$ cat src/rtl/conv_pkg.sv
// Shared types and constants for the convolution output-stream collector.
package conv_pkg;

  typedef enum logic [1:0] {
    IDLE = 2'd0,
    FILL = 2'd1,
    HOLD = 2'd2
  } collector_state_t;

  localparam int DEFAULT_FRAME_PIX = 25;
  localparam int FCNT_BITS         = 16;

endpackage

$ cat src/rtl/pix_ram.sv
// Frame buffer: one synchronous write port, one synchronous read port.
// A same-cycle read of the address being written returns the old contents.
module pix_ram #(
  parameter  int D_BITS = 8,
  parameter  int DEPTH  = 25,
  localparam int AW     = (DEPTH > 1) ? $clog2(DEPTH) : 1
) (
  input  logic              i_clk,
  input  logic              we,
  input  logic [AW-1:0]     waddr,
  input  logic [D_BITS-1:0] wdata,
  input  logic              re,
  input  logic [AW-1:0]     raddr,
  output logic [D_BITS-1:0] rdata
);

  logic [D_BITS-1:0] mem [DEPTH];

  always_ff @(posedge i_clk) begin
    if (we) mem[waddr] <= wdata;
    if (re) rdata <= mem[raddr];
  end

endmodule

$ cat src/rtl/conv_frame_collector.sv
// Captures one FRAME_PIX-byte convolution output frame, publishes sum/min/max,
// and holds the buffer for random-access readback until acknowledged.
module conv_frame_collector
  import conv_pkg::*;
#(
  parameter int D_BITS    = 8,
  parameter int FRAME_PIX = DEFAULT_FRAME_PIX,
  parameter int ADDR_BITS = (FRAME_PIX > 1) ? $clog2(FRAME_PIX) : 1,
  parameter int SUM_BITS  = D_BITS + ADDR_BITS + 1
) (
  input  logic                 i_clk,
  input  logic                 reset,
  input  logic [D_BITS-1:0]    i_data,
  input  logic                 i_dvalid,
  input  logic                 i_ack,
  input  logic                 i_rd_en,
  input  logic [ADDR_BITS-1:0] i_rd_addr,
  output logic [D_BITS-1:0]    o_rd_data,
  output logic                 o_rd_valid,
  output logic                 o_frame_done,
  output logic                 o_holding,
  output logic [SUM_BITS-1:0]  o_sum,
  output logic [D_BITS-1:0]    o_min,
  output logic [D_BITS-1:0]    o_max,
  output logic [FCNT_BITS-1:0] o_frame_cnt,
  output logic                 o_overrun
);

  localparam int                   RAM_AW    = (FRAME_PIX > 1) ? $clog2(FRAME_PIX) : 1;
  localparam logic [ADDR_BITS-1:0] LAST_ADDR = ADDR_BITS'(FRAME_PIX - 1);
  localparam logic                 ONE_PIX   = (FRAME_PIX == 1);

  collector_state_t     state;
  logic [ADDR_BITS-1:0] wr_ptr;
  logic [SUM_BITS-1:0]  acc_sum;
  logic [D_BITS-1:0]    acc_min, acc_max;
  logic                 rd_valid_q, rd_hit_q;

  logic                 start, accept, last, rd_in_range;
  logic [ADDR_BITS-1:0] wr_addr;
  logic [SUM_BITS-1:0]  nxt_sum;
  logic [D_BITS-1:0]    nxt_min, nxt_max, ram_q;

  // A byte opens a new frame from IDLE, or from HOLD when the ack lands with it.
  always_comb begin
    start       = i_dvalid && (state == IDLE || (state == HOLD && i_ack));
    accept      = start || (i_dvalid && state == FILL);
    wr_addr     = start ? '0 : wr_ptr;
    last        = start ? ONE_PIX : (wr_ptr == LAST_ADDR);
    nxt_sum     = start ? SUM_BITS'(i_data) : acc_sum + SUM_BITS'(i_data);
    nxt_min     = (start || i_data < acc_min) ? i_data : acc_min;
    nxt_max     = (start || i_data > acc_max) ? i_data : acc_max;
    rd_in_range = int'(i_rd_addr) < FRAME_PIX;
  end

  pix_ram #(
    .D_BITS (D_BITS),
    .DEPTH  (FRAME_PIX)
  ) u_ram (
    .i_clk (i_clk),
    .we    (accept),
    .waddr (RAM_AW'(wr_addr)),
    .wdata (i_data),
    .re    (i_rd_en && rd_in_range),
    .raddr (RAM_AW'(i_rd_addr)),
    .rdata (ram_q)
  );

  always_ff @(posedge i_clk) begin
    if (reset) begin
      state        <= IDLE;
      wr_ptr       <= '0;
      acc_sum      <= '0;
      acc_min      <= '0;
      acc_max      <= '0;
      o_sum        <= '0;
      o_min        <= '0;
      o_max        <= '0;
      o_frame_cnt  <= '0;
      o_frame_done <= 1'b0;
      o_holding    <= 1'b0;
      o_overrun    <= 1'b0;
      rd_valid_q   <= 1'b0;
      rd_hit_q     <= 1'b0;
    end else begin
      o_frame_done <= 1'b0;
      rd_valid_q   <= i_rd_en;
      rd_hit_q     <= i_rd_en && rd_in_range;
      if (accept) begin
        acc_sum <= nxt_sum;
        acc_min <= nxt_min;
        acc_max <= nxt_max;
        if (last) begin
          o_sum        <= nxt_sum;
          o_min        <= nxt_min;
          o_max        <= nxt_max;
          o_frame_cnt  <= o_frame_cnt + 1'b1;
          o_frame_done <= 1'b1;
          o_holding    <= 1'b1;
          state        <= HOLD;
          wr_ptr       <= '0;
        end else begin
          o_holding    <= 1'b0;
          state        <= FILL;
          wr_ptr       <= wr_addr + ADDR_BITS'(1);
        end
      end else if (state == HOLD) begin
        if (i_ack) begin
          state     <= IDLE;
          o_holding <= 1'b0;
        end else if (i_dvalid) begin
          o_overrun <= 1'b1;
        end
      end
    end
  end

  // Out-of-range reads return zero; the RAM itself is never indexed past DEPTH.
  assign o_rd_valid = rd_valid_q;
  assign o_rd_data  = rd_hit_q ? ram_q : '0;

endmodule

$ cat config.mk
export PLATFORM = sky130hd
export DESIGN_NAME = conv_frame_collector
export DESIGN_NICKNAME = d
export VERILOG_FILES = /design/src/rtl/conv_pkg.sv /design/src/rtl/pix_ram.sv /design/src/rtl/conv_frame_collector.sv
export SDC_FILE = /design/constraint.sdc
export NUM_CORES = 1
export LEC_CHECK = 0
export ABC_AREA = 0
export CORE_ASPECT_RATIO = 0.9
export CORE_MARGIN = 2
export CORE_UTILIZATION = 55
export CTS_CLUSTER_DIAMETER = 150
export DETAILED_ROUTE_END_ITERATION = 8
export GPL_TIMING_DRIVEN = 0
export PLACE_DENSITY_LB_ADDON = 0.08
export RECOVER_POWER = 50
export SETUP_SLACK_MARGIN = 0.3
export SLEW_MARGIN = 20
export SYNTH_ARGS = -nofsm -noshare
export SYNTH_HDL_FRONTEND = slang
export SYNTH_HIERARCHICAL = 1
export SYNTH_SLANG_ARGS = --single-unit
$ cat constraint.sdc
create_clock -name i_clk -period 7.39 [get_ports i_clk]
set_clock_uncertainty 0.1 [all_clocks]
set_input_delay 1.1085 -clock i_clk [delete_from_list [all_inputs] [get_ports i_clk]]
set_output_delay 1.1085 -clock i_clk [all_outputs]
set_load 0.03 [all_outputs]
Yosys cells after proc, flatten, opt, wreduce, memory -nomap -nowiden
Memories as Yosys holds them, arrays and structs flattened. A register that Yosys moved wholly into a read port is not among the register bits.
Cells that the tools add are included.

operators by class
  reductions and logical operators = 15
  div/mod/pow operators = 0
  add/sub/neg operators = 3
  magnitude comparators = 3
  shift-type cells = 0
  bitwise operators = 2
  mux-type cells = 17
  equality and inequality tests = 3
  multipliers = 0

operators by type and width
  operator               number
  $mux 8                 3
  $add 16x1->16 const B  1
  $add 14x8->14          1
  $mux 14                1
  $mux 5                 2
  $gt 8x8->1             1
  $lt 8x8->1             1
  $mux 2                 4
  $mux 1                 7
  $add 5x1->5 const B    1
  $eq 5x5->1 const B     1
  $lt 5x5->1 const B     1
  $logic_and 1x1->1      4
  $logic_or 1x1->1       4
  $reduce_and 2->1       2
  $reduce_and 4->1       1
  $reduce_bool 2->1      2
  $eq 2x1->1 const B     1
  $eq 2x2->1 const B     1
  $logic_not 2->1        1
  $not 1->1              2
  $reduce_or 2->1        1

word-level totals
  word-level logic and storage cells = 58
  input bits = 18
  memories = 1
  register bits = 88
  latch bits = 0
  bits in read-only memories = 0
  bits in writable memories = 200
  output and inout port bits = 58

memories
  memory     words  width  read ports  clocked after memory_dff  wr ports  line           text
  u_ram.mem  25     8      1           1                         1         pix_ram.sv:17  logic [D_BITS-1:0] mem [DEPTH];

Depth between registers and ports, before layout
  word-level depth = 7
  depth in mapped cells = 10
  depth with buffers taken out = 8

Cells and area by module
The synthesis kept the hierarchy.

modules (own cells, without submodules)
  module                instances  area an instance (um^2)  cells each  sequential area each (um^2)
  pix_ram               1          8176.6                   460         6246.0
  conv_frame_collector  1          4633.2                   561         1741.7

Worst setup path before layout
Ideal clock, no wire load.

  kind = input to register
  start point = input port i_dvalid
  end point = memory u_ram.mem[24][0], enable pin
  data arrival time = 3.180 ns
  library setup time = 0.383 ns
  buffers on the path = 3
  data required time = 6.907 ns
  stages = 8
  path slack = 3.727 ns
  cell sequence = nor2b_1 > nand2_1 > clkbuf_1 > clkbuf_1 > and2_1 > or3b_2 > clkbuf_1 > nor3_1

between the ends
  elaborated cells on any way between the ends = 6
  those cells by class = 3 x mux; 3 x reduce/logical

RTL lines
  what               line                        text
  start, declared    conv_frame_collector.sv:14  input logic i_dvalid,
  $logic_and 1x1->1  conv_frame_collector.sv:46  start = i_dvalid && (state == IDLE || (state == HOLD && i_ack));
  $mux 5             conv_frame_collector.sv:48  wr_addr = start ? '0 : wr_ptr;
  via wr_addr[1]     conv_frame_collector.sv:40  logic [ADDR_BITS-1:0] wr_addr;
  end, declared      pix_ram.sv:17

The timed path passes the listed nets, and every way through them passes these cells.

Final worst setup path
  start point = input port i_dvalid
  end point = memory u_ram.mem[4][4], enable pin

The elaborated chain is that of the path after synthesis.

==> metrics.cfg <==
[setup_path]
r2r-start=o_holding$_SDFFE_PP0P_
cpPeakStageDelay_ps=650
cp_data_required_time_ps=7460
crit_path_start_kind=input pin
path_class=input pin to register
cpMaxStageDelayCell=nor2_1
regToRegEndpoint=u_ram/mem[4][4]$_DFFE_PP_
cp_common_cell=clkbuf_1
reg2reg_slack_ps=3790
cp.arrival_ps=4520
endpoint_kind=register
rr_worst_depth=7
path_cells=dlygate4sd3_1, nor2b_1, nand2_1, clkbuf_1, clkbuf_1, and2_1, or3b_2, nor2_1
cp_max_fo=10

[logic_synthesis]
synthMuxAreaShare=0.0938
synthArstFlopShare=0
synthSimpleGateAreaFrac=0.124
synth_fa_ha_area_frac=0.0260
synth_edf_count=208
ys_ff_latch=295
synth_top_family_by_area=simple AND/OR/NAND/NOR gates
yosysUniqueCellTypes=60
synth_xor_area_frac=0.0144
ys_seq_area_frac=0.624
synth_area_um2=12800
yosys.area.top_type=edfxtp_1
synth_compound_area_frac=0.0915
synthCells=1021
avgSynthCellArea_um2=12.5
synth-main-ff-cell=edfxtp_1
synth_warnings=6
yosysTopAreaCellShare=0.488
syn_nets=1065
yosys-top-cells-area=edfxtp_1 49%, dfxtp_1 14%, mux2i_1 7.3%, nand2_1 2.9%, ha_1 2.4%

[global_routing]
antenna_found_initial=0
grt_pass1_vias=8357
grt_max_degree=34
overflow=0
track_usage=0.253
grt_pass1_wl_um=47000

[clock_tree]
clockBufferDepth=3
cts.repair.resized=0
clkSinkCount=295
clockRootBuffer=clkbuf_16
htree_levels=1
worstSkewPairLatency_ps=570
postCtsSetupRepairBufs=0
cts_tree=done
cts_buffers=30
cts-hold-fix-buffers=0
path_clk_slew_ps=60

[run_status]
violations=max-capacitance violations, max-slew violations
status=complete, but fails checks

[worst_hold_path]
hold_end=acc_sum[7]$_SDFFE_PP0N_
hold_path_depth=2
min_from=acc_sum[7]$_SDFFE_PP0N_
hp-class=register to register

[routing]
route.detailed.wl_per_inst_um=21.3
vias=8692
firstDrtPassIters=5
ant_nets=0
route.detailed.drc=0
wl_um=30900
vias_per_cell=6.00
drtIter0Drc=717

[timing]
drv_slew=265
max_freq_ghz=0.225
tightest_slew_ps=1880
fin_ws_ps=2940
final-hold-violation-count=0
slew_headroom=-0.252
setup_viol=0
finalCritPeriodShare=0.602
tns_ps=0
period_minus_slack_ps=4450
rsz0062_at_grt=false

[power_and_ir_drop]
p_leak_nw=5.26
p_per_area_nw_per_um2=237
fin_total_pwr_mw=3.50
vdd_drop_max_mv=0.163

[final_layout]
final_nets=1171
fin_util=0.650
final_cell_mix=208 x edfxtp_1, 100 x nand2_1, 93 x mux2i_1
insertedDiodeCount=0
synthToLayoutAreaGrowth_pct=15.3
instances_no_fill=1448
layout-drive-gt1-share=0.0730
final_common_cell=edfxtp_1

[die]
die_h_um=149
dieWidth_um=165
rows=52
die_area_um2=24500
core_area_um2=22700
pin_count=76
start_util=0.564

[placed_design]
pre_cts_ws_ps=2580
dp_hpwl_um=20400
io_buffers=74
dp.cells=1392
place_congestion=0.888

[job]
max_cap_viol_count=8

[metal layers]
layer / wire length [um] / vias up / track usage
li1: - / 4053 / -
met1: 13600 / 4296 / 0.364
met2: 14700 / 297 / 0.412
met3: 1890 / 46 / 0.0334
met4: 700 / 0 / 0.0643
met5: 0 / - / 0
[power by group]
part	leakage, nW	switching (mW)	internal, mW
registers	2.59	0.0127	1.79
clock network	0.462	0.623	0.788
logic	2.21	0.184	0.0949
total	5.26	0.820	2.68
[flip-flops by register name, summed over array words and instances, names as in the netlist, 5 cells and up]
name and cells:
acc_sum 14, acc_max 8, acc_min 8, o_frame_cnt 16, o_sum 14, o_max 8
wr_ptr 5, o_min 8, u_ram/mem 200, u_ram/rdata 8
[worst max path at each step]
stage	slack, ps	cells past startpoint	endpoint	startpoint
2_1_floorplan	3730	8	u_ram/mem[24][0]$_DFFE_PP_	i_dvalid
6_report	2940	8	u_ram/mem[4][4]$_DFFE_PP_	i_dvalid
5_1_grt	2830	8	u_ram/mem[4][4]$_DFFE_PP_	i_dvalid
4_1_cts	3140	8	u_ram/mem[4][4]$_DFFE_PP_	i_dvalid
3_3_place_gp	2350	8	u_ram/mem[24][1]$_DFFE_PP_	i_ack
3_5_place_dp	2580	8	u_ram/mem[4][0]$_DFFE_PP_	i_dvalid
[per-stage QoR]
step | hold WS (ps) | instance area [um2]
6_report | 365 | 14800
5_1_grt | 384 | 14800
3_5_place_dp | 355 | 13900
3_3_place_gp | 343 | 13900
4_1_cts | 364 | 14800
2_1_floorplan | 336 | 12800
[cell families after synthesis]
group / count (synthesis)
AND/OR/NAND/NOR: 325
flip-flops: 295
AO/OA/AOI/OAI: 174
multiplexers: 105
buffers and inverters: 75
adder cells (fa/ha/maj): 26
XOR/XNOR: 21
[cell type report]
cell class / count / area (um2)
inverters: 19 / 71.3
clock buffers: 43 / 831
fillers: 1776 / 7940
flip-flops and latches: 295 / 7990
plain buffers: 56 / 263
repair buffers: 74 / 691
multi-input cells: 651 / 4460
well taps: 297 / 372
clock inverters: 13 / 98.8
[worst max-delay path, delay by kind of cell]
family / cells / cell delay (ps)
buffers and inverters: 3 / 1560
and+or+nand+nor: 5 / 1850
[synthesized netlist by cell type (all sizes together), types with 10 or more instances]
cell type	count
nor3	12
o21ai	22
inv	19
edfxtp	208
dfxtp	87
xnor2	11
a22oi	20
nand3	43
nor2	81
mux4	11
a311oi	14
mux2i	93
buf	25
nand2	100
and2	21
and3	13
ha	25
xor2	10
a211oi	16
nand2b	10
a21oi	48
nand4	10
clkbuf	31
o211ai	25
No activity file was read; power rests on OpenSTA's default activity.
